**src/rtl/sram_ctrl_pkg.sv**
```systemverilog
// Shared definitions for the SRAM access sequencer.
// Holds the FSM state encoding, the row/column width derivation and the helpers
// that split a word address into a row index and a one-hot column-mux select.
package sram_ctrl_pkg;

    typedef enum logic [1:0] {
        ST_IDLE = 2'd0,
        ST_PRE  = 2'd1,
        ST_ACC  = 2'd2,
        ST_DONE = 2'd3
    } seq_state_e;

    // Widest address / mux ratio the helpers handle; callers narrow the result.
    localparam int unsigned MAX_ADDR_W  = 32;
    localparam int unsigned MAX_COL_MUX = 64;

    function automatic int unsigned col_width(input int unsigned col_mux);
        return $clog2(col_mux);
    endfunction

    function automatic int unsigned row_width(input int unsigned addr_w, input int unsigned col_mux);
        return addr_w - col_width(col_mux);
    endfunction

    function automatic bit is_pow2(input int unsigned v);
        return (v != 0) && ((v & (v - 1)) == 0);
    endfunction

    // Upper address bits select the wordline.
    function automatic logic [MAX_ADDR_W-1:0] addr_to_row(input logic [MAX_ADDR_W-1:0] addr,
                                                          input int unsigned col_w);
        return addr >> col_w;
    endfunction

    // Low address bits select exactly one column-mux S pin.
    function automatic logic [MAX_COL_MUX-1:0] addr_to_col_onehot(input logic [MAX_ADDR_W-1:0] addr,
                                                                  input int unsigned col_w);
        logic [MAX_ADDR_W-1:0] mask;
        mask = (MAX_ADDR_W'(1) << col_w) - MAX_ADDR_W'(1);
        return MAX_COL_MUX'(1) << (addr & mask);
    endfunction

endpackage

```
**src/rtl/sram_access_seq_if.sv**
```systemverilog
// Host-side request/response channel of the SRAM access sequencer.
// master: requester (drives req_*, rsp_ready); slave: sequencer (drives req_ready, rsp_*).
interface sram_access_seq_if #(
    parameter int unsigned ADDR_W = 8,
    parameter int unsigned DATA_W = 8
) ();
    logic              req_valid;
    logic              req_ready;
    logic              req_we;
    logic [ADDR_W-1:0] req_addr;
    logic [DATA_W-1:0] req_wdata;
    logic              rsp_valid;
    logic              rsp_ready;
    logic              rsp_we;
    logic [DATA_W-1:0] rsp_rdata;

    modport master (
        output req_valid, req_we, req_addr, req_wdata, rsp_ready,
        input  req_ready, rsp_valid, rsp_we, rsp_rdata
    );

    modport slave (
        input  req_valid, req_we, req_addr, req_wdata, rsp_ready,
        output req_ready, rsp_valid, rsp_we, rsp_rdata
    );
endinterface

```
**src/rtl/sram_cycle_timer.sv**
```systemverilog
// Loadable down-counter shared by the precharge and access phases.
// Ports: clk, reset (async, active-high), load/load_val (start a phase),
// count (cycles left including the current one), done_c (current cycle is the last).
module sram_cycle_timer #(
    parameter int unsigned CNT_W = 2
) (
    input  logic             clk,
    input  logic             reset,
    input  logic             load,
    input  logic [CNT_W-1:0] load_val,
    output logic [CNT_W-1:0] count,
    output logic             done_c
);
    always_ff @(posedge clk or posedge reset) begin
        if (reset) begin
            count <= '0;
        end else if (load) begin
            count <= load_val;
        end else if (count != '0) begin
            count <= count - CNT_W'(1);
        end
    end

    assign done_c = (count == CNT_W'(1));
endmodule

```
**src/rtl/sram_access_seq.sv**
```systemverilog
// Initiator-side sequencer for the compiled SRAM array.
// Ports: clk, reset (async, active-high); host (request/response slave modport);
// array pins pre_en, wl_en, wl_row, col_sel, write_en, bl_wdata, sense_en (all registered)
// and bl_rdata (sense-amp outputs).
module sram_access_seq
    import sram_ctrl_pkg::*;
#(
    parameter int unsigned ADDR_W  = 8,
    parameter int unsigned DATA_W  = 8,
    parameter int unsigned COL_MUX = 4,
    parameter int unsigned PRE_CYC = 1,
    parameter int unsigned ACC_CYC = 2,
    localparam int unsigned COL_W  = col_width(COL_MUX),
    localparam int unsigned ROW_W  = row_width(ADDR_W, COL_MUX)
) (
    input  logic               clk,
    input  logic               reset,
    sram_access_seq_if.slave   host,
    output logic               pre_en,
    output logic               wl_en,
    output logic [ROW_W-1:0]   wl_row,
    output logic [COL_MUX-1:0] col_sel,
    output logic               write_en,
    output logic [DATA_W-1:0]  bl_wdata,
    output logic               sense_en,
    input  logic [DATA_W-1:0]  bl_rdata
);
    localparam int unsigned MAX_CYC = (PRE_CYC > ACC_CYC) ? PRE_CYC : ACC_CYC;
    localparam int unsigned TMR_W   = ($clog2(MAX_CYC + 1) < 2) ? 2 : $clog2(MAX_CYC + 1);

    if (PRE_CYC < 1 || ACC_CYC < 1 || !is_pow2(COL_MUX)) begin : g_bad_params
        $error("sram_access_seq: PRE_CYC and ACC_CYC must be >= 1 and COL_MUX a power of 2");
    end

    seq_state_e        state;
    logic              we_q;
    logic [ADDR_W-1:0] addr_q;
    logic [DATA_W-1:0] wdata_q;

    logic              tmr_load_c;
    logic [TMR_W-1:0]  tmr_val_c;
    logic [TMR_W-1:0]  tmr_count;
    logic              tmr_done_c;
    logic [ROW_W-1:0]  row_c;
    logic [COL_MUX-1:0] col_c;

    // One timer serves both phases: loaded on request accept and again on PRE->ACC.
    assign tmr_load_c = ((state == ST_IDLE) && host.req_valid) ||
                        ((state == ST_PRE) && tmr_done_c);
    assign tmr_val_c  = (state == ST_IDLE) ? TMR_W'(PRE_CYC) : TMR_W'(ACC_CYC);

    assign row_c = ROW_W'(addr_to_row(MAX_ADDR_W'(addr_q), COL_W));
    assign col_c = COL_MUX'(addr_to_col_onehot(MAX_ADDR_W'(addr_q), COL_W));

    sram_cycle_timer #(.CNT_W(TMR_W)) u_timer (
        .clk      (clk),
        .reset    (reset),
        .load     (tmr_load_c),
        .load_val (tmr_val_c),
        .count    (tmr_count),
        .done_c   (tmr_done_c)
    );

    // Sequencer FSM with registered array controls and response channel.
    always_ff @(posedge clk or posedge reset) begin
        if (reset) begin
            state          <= ST_IDLE;
            host.req_ready <= 1'b1;
            host.rsp_valid <= 1'b0;
            host.rsp_we    <= 1'b0;
            host.rsp_rdata <= '0;
            pre_en         <= 1'b0;
            wl_en          <= 1'b0;
            wl_row         <= '0;
            col_sel        <= '0;
            write_en       <= 1'b0;
            bl_wdata       <= '0;
            sense_en       <= 1'b0;
            we_q           <= 1'b0;
            addr_q         <= '0;
            wdata_q        <= '0;
        end else begin
            case (state)
                ST_IDLE: begin
                    if (host.req_valid) begin
                        state          <= ST_PRE;
                        host.req_ready <= 1'b0;
                        we_q           <= host.req_we;
                        addr_q         <= host.req_addr;
                        wdata_q        <= host.req_wdata;
                        pre_en         <= 1'b1;
                        // Direction set while every mux S pin is still low.
                        write_en       <= host.req_we;
                    end
                end
                ST_PRE: begin
                    if (tmr_done_c) begin
                        state    <= ST_ACC;
                        pre_en   <= 1'b0;
                        wl_en    <= 1'b1;
                        wl_row   <= row_c;
                        col_sel  <= col_c;
                        bl_wdata <= we_q ? wdata_q : '0;
                        sense_en <= !we_q && (ACC_CYC == 1);
                    end
                end
                ST_ACC: begin
                    if (tmr_done_c) begin
                        state          <= ST_DONE;
                        wl_en          <= 1'b0;
                        wl_row         <= '0;
                        col_sel        <= '0;
                        write_en       <= 1'b0;
                        bl_wdata       <= '0;
                        sense_en       <= 1'b0;
                        host.rsp_valid <= 1'b1;
                        host.rsp_we    <= we_q;
                        host.rsp_rdata <= we_q ? '0 : bl_rdata;
                    end else begin
                        // Sense only in the final access cycle.
                        sense_en <= !we_q && (tmr_count == TMR_W'(2));
                    end
                end
                ST_DONE: begin
                    if (host.rsp_ready) begin
                        state          <= ST_IDLE;
                        host.req_ready <= 1'b1;
                        host.rsp_valid <= 1'b0;
                        host.rsp_we    <= 1'b0;
                        host.rsp_rdata <= '0;
                    end
                end
                default: begin
                    state <= ST_IDLE;
                end
            endcase
        end
    end
endmodule
```
**src/flat_wrapper.sv**
```systemverilog
// flat-port wrapper written by rule: the top's interface ports become plain ports
module sram_access_seq_flat import sram_ctrl_pkg::*;
#(
    parameter int unsigned ADDR_W  = 8,
    parameter int unsigned DATA_W  = 8,
    parameter int unsigned COL_MUX = 4,
    parameter int unsigned PRE_CYC = 1,
    parameter int unsigned ACC_CYC = 2,
    localparam int unsigned COL_W  = col_width(COL_MUX),
    localparam int unsigned ROW_W  = row_width(ADDR_W, COL_MUX)
)
  (clk, reset, pre_en, wl_en, wl_row, col_sel, write_en, bl_wdata, sense_en, bl_rdata, host_req_valid, host_req_we, host_req_addr, host_req_wdata, host_rsp_ready, host_req_ready, host_rsp_valid, host_rsp_we, host_rsp_rdata);
  sram_access_seq_if #(.ADDR_W(ADDR_W), .DATA_W(DATA_W)) host_i ();
  input  logic clk;
  input  logic reset;
  output logic pre_en;
  output logic wl_en;
  output logic [ROW_W-1:0] wl_row;
  output logic [COL_MUX-1:0] col_sel;
  output logic write_en;
  output logic [DATA_W-1:0] bl_wdata;
  output logic sense_en;
  input  logic [DATA_W-1:0] bl_rdata;
  input wire logic [$bits(host_i.req_valid)-1:0] host_req_valid;
  input wire logic [$bits(host_i.req_we)-1:0] host_req_we;
  input wire logic [$bits(host_i.req_addr)-1:0] host_req_addr;
  input wire logic [$bits(host_i.req_wdata)-1:0] host_req_wdata;
  input wire logic [$bits(host_i.rsp_ready)-1:0] host_rsp_ready;
  output wire logic [$bits(host_i.req_ready)-1:0] host_req_ready;
  output wire logic [$bits(host_i.rsp_valid)-1:0] host_rsp_valid;
  output wire logic [$bits(host_i.rsp_we)-1:0] host_rsp_we;
  output wire logic [$bits(host_i.rsp_rdata)-1:0] host_rsp_rdata;
  assign host_i.req_valid = host_req_valid;
  assign host_i.req_we = host_req_we;
  assign host_i.req_addr = host_req_addr;
  assign host_i.req_wdata = host_req_wdata;
  assign host_i.rsp_ready = host_rsp_ready;
  assign host_req_ready = host_i.req_ready;
  assign host_rsp_valid = host_i.rsp_valid;
  assign host_rsp_we = host_i.rsp_we;
  assign host_rsp_rdata = host_i.rsp_rdata;
  sram_access_seq #(.ADDR_W(ADDR_W), .DATA_W(DATA_W), .COL_MUX(COL_MUX), .PRE_CYC(PRE_CYC), .ACC_CYC(ACC_CYC)) u_core (.clk(clk), .reset(reset), .host(host_i), .pre_en(pre_en), .wl_en(wl_en), .wl_row(wl_row), .col_sel(col_sel), .write_en(write_en), .bl_wdata(bl_wdata), .sense_en(sense_en), .bl_rdata(bl_rdata));
endmodule
```
**config.mk**
```make
export PLATFORM = sky130hd
export DESIGN_NAME = sram_access_seq_flat
export DESIGN_NICKNAME = d
export VERILOG_FILES = /design/src/rtl/sram_ctrl_pkg.sv /design/src/rtl/sram_access_seq_if.sv /design/src/rtl/sram_cycle_timer.sv /design/src/rtl/sram_access_seq.sv /design/src/flat_wrapper.sv
export SDC_FILE = /design/constraint.sdc
export NUM_CORES = 1
export LEC_CHECK = 0
export CAP_MARGIN = 25
export CELL_PAD_IN_SITES_DETAIL_PLACEMENT = 1
export CELL_PAD_IN_SITES_GLOBAL_PLACEMENT = 1
export CORE_MARGIN = 5
export CORE_UTILIZATION = 24
export CTS_BUF_LIST = sky130_fd_sc_hd__clkbuf_8
export CTS_CLUSTER_SIZE = 25
export DETAILED_ROUTE_END_ITERATION = 8
export PLACE_DENSITY = 0.56
export SLEW_MARGIN = 20
export SYNTH_ARGS = -nofsm -noshare
export SYNTH_HDL_FRONTEND = slang
export SYNTH_SLANG_ARGS = --single-unit
export TNS_END_PERCENT = 50
```
**constraint.sdc**
```tcl
create_clock -name clk -period 2.2 [get_ports clk]
set_input_delay 0.55 -clock clk [delete_from_list [all_inputs] [get_ports clk]]
set_output_delay 0.55 -clock clk [all_outputs]
set_load 0.005 [all_outputs]
```
== Word-level counts from Yosys, hierarchy flattened ==
Cells that the tools add are included.
Storage, ports and cells
  flip-flop bits (word level): 54
  input bits: 29
  word-level logic and storage cells: 86
Operators by class
  $add $sub $neg: 1
  equality and inequality tests: 9
  shifts and indexed selects: 1
  multiplexer cells: 38
  reduce and logical (&&, ||, !) cells: 21
Operator list (count)
  $mux W8: 6
  $pmux W8 S2: 2
  $reduce_and A3 Y1: 5
  $mux W2: 7
  $pmux W1 S2: 7
  $reduce_bool A2 Y1: 7
  $mux W6: 2
  $pmux W6 S2: 1
  $mux W1: 9
  $mux W4: 2
  $pmux W2 S4: 1
  $pmux W4 S2: 1
  $eq A2 B2 Y1 const B: 3
  $eq A2 B1 Y1 const B: 2
  $ne A2 B1 Y1 const B: 2
  $ne A2 B2 Y1 const B: 2
  $reduce_and A2 Y1: 2
  $reduce_and A4 Y1: 1
  $shl A1 B2 Y4 const A: 1
  $logic_and A1 B1 Y1: 3
  $logic_not A2 Y1: 1
  $sub A2 B1 Y2 const B: 1
  $logic_not A1 Y1: 1
  $logic_or A1 B1 Y1: 1

== Depth between registers and ports, before layout ==
  depth in word-level cells: 4
  mapped depth: 7

== By module ==
From an unflattened synthesis, not the netlist that was laid out.
Unflattened totals
  cell total of the unflattened synthesis: 182
  area, all modules: 2413.6 sq um
By module, submodules not included
  sram_access_seq: times used 1, cells an instance 168, area each 2273.4 sq um
  sram_cycle_timer: times used 1, cells an instance 14, area each 140.1 sq um

== Least setup slack after synthesis ==
Ideal clock, no wire load.
  path type: register to register
  from: reg u_core.state[0]
  to: reg u_core.host.rsp_we
  library setup time: 0.125 ns
  arrival: 1.544 ns
  required time: 2.075 ns
  setup slack: 0.531 ns
  stages on the path, launching flop included: 8
  path buffers: 2
  clock period less this slack: 1.669 ns
  cell sequence: dfrtp_1 > inv_1 > ha_1 > buf_2 > nor2_1 > a211o_1 > buf_6 > mux2_4
On the way
  word-level cells in the longest chain between the ends: 3
  elaborated cells between the ends (all ways): 7
  those cells by class: eq/ne: 4; mux: 1; reduce/logical: 2
Ends and longest elaborated chain
  start, declared: line sram_access_seq.sv:35  | seq_state_e state;
  start signal, assigned: line sram_access_seq.sv:67  | state <= ST_IDLE;
  start signal, assigned: line sram_access_seq.sv:86  | state <= ST_PRE;
  start signal, assigned: line sram_access_seq.sv:98  | state <= ST_ACC;
  $eq A2 B2 Y1: line sram_access_seq.sv:83  | case (state)
  $ne A2 B1 Y1 (no line) (tied with other cells)
  $reduce_and A3 Y1 (no line)
  end signal, assigned: line sram_access_seq.sv:117  | host.rsp_we <= we_q;
  end, declared: line sram_access_seq_if.sv:24  | output req_ready, rsp_valid, rsp_we, rsp_rdata
Parallel ways exist; a longest one is shown, timed or not.
A chain may end at the register's enable or synchronous reset.

== Worst setup path after layout ==
Same ends and word-level chain as after synthesis.

==> flow_summary.json <==
{
  "dpl.hpwl_um": 4280,
  "insertion_delay_ns": 0.31,
  "met2RoutedLength_um": 2820,
  "critical-path-max-stage-delay_ns": 0.44,
  "cap_viol_max_count": 0,
  "sequence_of_cells_on_the_critical_path": "inv_1 -> ha_1 -> nor2_1 -> a211o_1 -> mux2_4",
  "worst_hold_path.endpoint": "u_core.bl_wdata[7]",
  "ctsHoldBuffers": 0,
  "m1WireLength_um": 2560,
  "grt_util_all_layers": 0.0997,
  "worst-path-buf-inv": 1,
  "grt_start_max_net_pins": 39,
  "cts_made_buffers": 5,
  "gp_congestion": 0.678,
  "share_seq_of_total_power": 0.388,
  "fp.coreArea_um2": 9770,
  "synth_mux_area_frac": 0.0952,
  "clk_path_buf_depth": 2,
  "nNetsFinal": 315,
  "final_layout_size_suffix_gt1_frac": 0.142,
  "setup_crit_start": "u_core.state[0]",
  "rows": 36,
  "hold_class": "reg -> reg",
  "post_drt_wl_per_cell_um": 14.1,
  "seq_area_frac_synth": 0.562,
  "ioPinCount": 62,
  "r2r_cells": 5,
  "layout.area.seq_um2": 1350,
  "final_cell_mix": "sky130_fd_sc_hd__clkdlybuf4s50_1 (61), sky130_fd_sc_hd__dfrtp_1 (53), sky130_fd_sc_hd__nand2_1 (38)",
  "initial_utilization": 0.246,
  "post_synth_and_or_nand_nor_area_fraction": 0.111,
  "drt_pre_antenna_iters": 3,
  "hold_depth": 2,
  "timing_worst_slew_pin_value_ns": 0.624,
  "floorplan.die_area_um2": 12100,
  "netlist-cell-type-count": 34,
  "synth-warning-count": 0,
  "postSynthCellCount": 210,
  "run_status": "finished clean",
  "area_growth_pct": 37.2,
  "met3WireLength_um": 291,
  "footprint_of_the_multi_input_gates_um2": 971,
  "detail_route.iter0.violations": 29,
  "clock_skew_ns": 0.00492,
  "post_drt_via_cell_ratio": 4.28,
  "synth-compound-area-share": 0.129,
  "fillerInstances": 1123,
  "slew_viol_final": 0,
  "crit_slowest_cell": "sky130_fd_sc_hd__dfrtp_1",
  "clockRootBuffer": "sky130_fd_sc_hd__clkbuf_8",
  "cts_tree": "built",
  "drt_drc_violations_left": 0,
  "sw_pwr_uw": 1550,
  "die_w_um": 110,
  "timing.critical_path.fanout_max": 10,
  "cp-end-kind": "flop",
  "worst_ep_required_time_ns": 2.40,
  "final_period_minus_worst_setup_slack_ns": 1.92,
  "detailroute.via_count": 1748,
  "leakagePower_uw": 0.00143,
  "synthesis.area_um2": 2410,
  "post-layout-total-power_uw": 4450,
  "async_flop_share": 1.00,
  "synth_flop_cell": "sky130_fd_sc_hd__dfrtp_1",
  "critical_path.startpoint_type": "flop",
  "die_h_um": 110,
  "fin_tns_setup_ns": 0,
  "cts_num_sinks": 54,
  "timing_worst_setup_path_type": "reg -> reg",
  "rsz_0062_raised_after_global_routing": "no",
  "fmax_mhz": 522,
  "grt.overflow.total": 0,
  "synthesis.nets": 251,
  "portBuffers": 61,
  "postSynthRegisterBits": 54,
  "critical_path.top_delay_family": "flip-flops",
  "antenna-diode-count": 0,
  "reg2reg_setup_slack_ns": 0.28,
  "timing.max_slew.rel_slack": 0.583,
  "wl_um": 5730,
  "p_per_area_nw_per_um2": 1350,
  "timing.final.setup_violations": 0,
  "highest_metal_layer_with_signal_wires": "met4",
  "synth_adder_area_share": 0.0624,
  "grt_pass1_vias": 1891,
  "dominant_combinational_cell_family_by_area_after_synthesis": "compound AO/OA/AOI/OAI gates",
  "clock_power_share": 0.153,
  "synth_area_per_cell_um2": 11.5,
  "cp_data_arrival_time_ns": 2.12,
  "final_common_cell": "sky130_fd_sc_hd__clkdlybuf4s50_1",
  "wire_length_of_the_first_global_routing_pass_um": 9490,
  "number_of_h_tree_branching_levels": 2,
  "grt_antenna_before_repair": 0,
  "clkTransAtPathRegs_ns": 0.10,
  "hp-start": "u_core.bl_wdata[7]",
  "regToRegEndpoint": "u_core.host.rsp_we",
  "ir_drop_mv": 0.388,
  "final_number_of_hold_violating_endpoints": 0,
  "synth_xor_xnor_area_share": 0.00364,
  "power.combinational.fraction": 0.458,
  "final_min_period_over_clock_period": 0.871,
  "internal_power_uw": 2900,
  "rr_startpoint": "u_core.state[0]",
  "switching_share": 0.348,
  "edff_count_synth": 0,
  "remaining_number_of_nets_flagged_by_the_antenna_check_after_routing": 0,
  "post_cts.resized_instances": 0,
  "post-cts-setup-buffers": 0
}
==> per-stage QoR <==
| stage | worst slack (ns) | cell area [um^2] | std cells | hold slack, ns | util |
|---|---|---|---|---|---|
| final | 0.284 | 3300 | 408 | 0.486 | 0.338 |
| after global routing | 0.0113 | 3300 | 408 | 0.523 | 0.338 |
| after CTS | 0.255 | 3300 | 408 | 0.495 | 0.338 |
| after detailed placement | 0.229 | 3190 | 400 | 0.472 | 0.326 |
| after global placement | 0.239 | 3190 | 400 | 0.460 | 0.326 |
| after floorplan | 0.337 | 2410 | 210 | 0.467 | - |
==> layout make-up <==
cell class              count  share of cell area
inverters                  10              0.0114
clock inverters             3              0.0133
multi-input cells         137               0.294
repair buffers             66               0.200
flip-flops and latches     54               0.410
well taps                 133              0.0504
clock buffers               5              0.0208
==> cell usage after synthesis, types with 2 or more instances <==
master | number | area [um^2]
sky130_fd_sc_hd__ha_1 | 12 | 150
sky130_fd_sc_hd__nor2_1 | 3 | 11.3
sky130_fd_sc_hd__nor2b_1 | 4 | 25.0
sky130_fd_sc_hd__dfrtp_1 | 53 | 1330
sky130_fd_sc_hd__buf_2 | 6 | 30.0
sky130_fd_sc_hd__a21oi_1 | 5 | 25.0
sky130_fd_sc_hd__o21ai_0 | 21 | 105
sky130_fd_sc_hd__inv_1 | 9 | 33.8
sky130_fd_sc_hd__a22o_1 | 10 | 87.6
sky130_fd_sc_hd__nand2b_1 | 4 | 25.0
sky130_fd_sc_hd__a31oi_1 | 3 | 18.8
sky130_fd_sc_hd__o41ai_1 | 2 | 17.5
sky130_fd_sc_hd__mux2_2 | 19 | 214
sky130_fd_sc_hd__nand2_1 | 38 | 143
sky130_fd_sc_hd__clkbuf_1 | 2 | 7.51
==> cells by family after synthesis <==
logic type	count (synthesis)
XOR/XNOR	1
flip-flops	54
AO/OA/AOI/OAI	48
multiplexers	20
adder cells (fa/ha/maj)	12
buffers and inverters	19
AND/OR/NAND/NOR	56
==> worst max path at each step <==
stage | cells past startpoint | end
floorplan | 1 | u_core.addr_q[0]
global placement | 4 | u_core.host.rsp_we
detailed placement | 4 | u_core.host.rsp_we
CTS | 5 | u_core.host.rsp_we
global route | 5 | u_core.bl_wdata[6]
finish | 5 | u_core.host.rsp_we
==> worst reg2reg max path, cell delays in order, from the launching register on <==
cell	delay [ns]
sky130_fd_sc_hd__dfrtp_1	0.44
sky130_fd_sc_hd__inv_1	0.17
sky130_fd_sc_hd__ha_1	0.41
sky130_fd_sc_hd__nor2_1	0.09
sky130_fd_sc_hd__a211o_1	0.37
sky130_fd_sc_hd__mux2_4	0.33
==> power groups by stage <==
stage | sequential (uW) | clock (uW) | combinational [uW]
global placement | 1740 | 0 | 2050
detailed placement | 1760 | 0 | 2090
global route | 1800 | 756 | 2300
CTS | 1740 | 718 | 2100
floorplan | 1710 | 0 | 1230
finish | 1730 | 682 | 2040
==> sequential cells by signal, summed over array words and instances, names as in the netlist, 2 cells and up <==
name,cells
u_core.col_sel,4
u_core.u_timer.count,2
u_core.addr_q,8
u_core.host.rsp_rdata,8
u_core.wdata_q,8
u_core.bl_wdata,8
u_core.state,2
u_core.wl_row,6
==> metal layers <==
metal	vias up	global-route usage
met2	40	0.165
met1	854	0.129
met5	-	0
met4	0	0.0290
met3	7	0.0256
li1	847	-
Power figures use the tool's default switching activity.
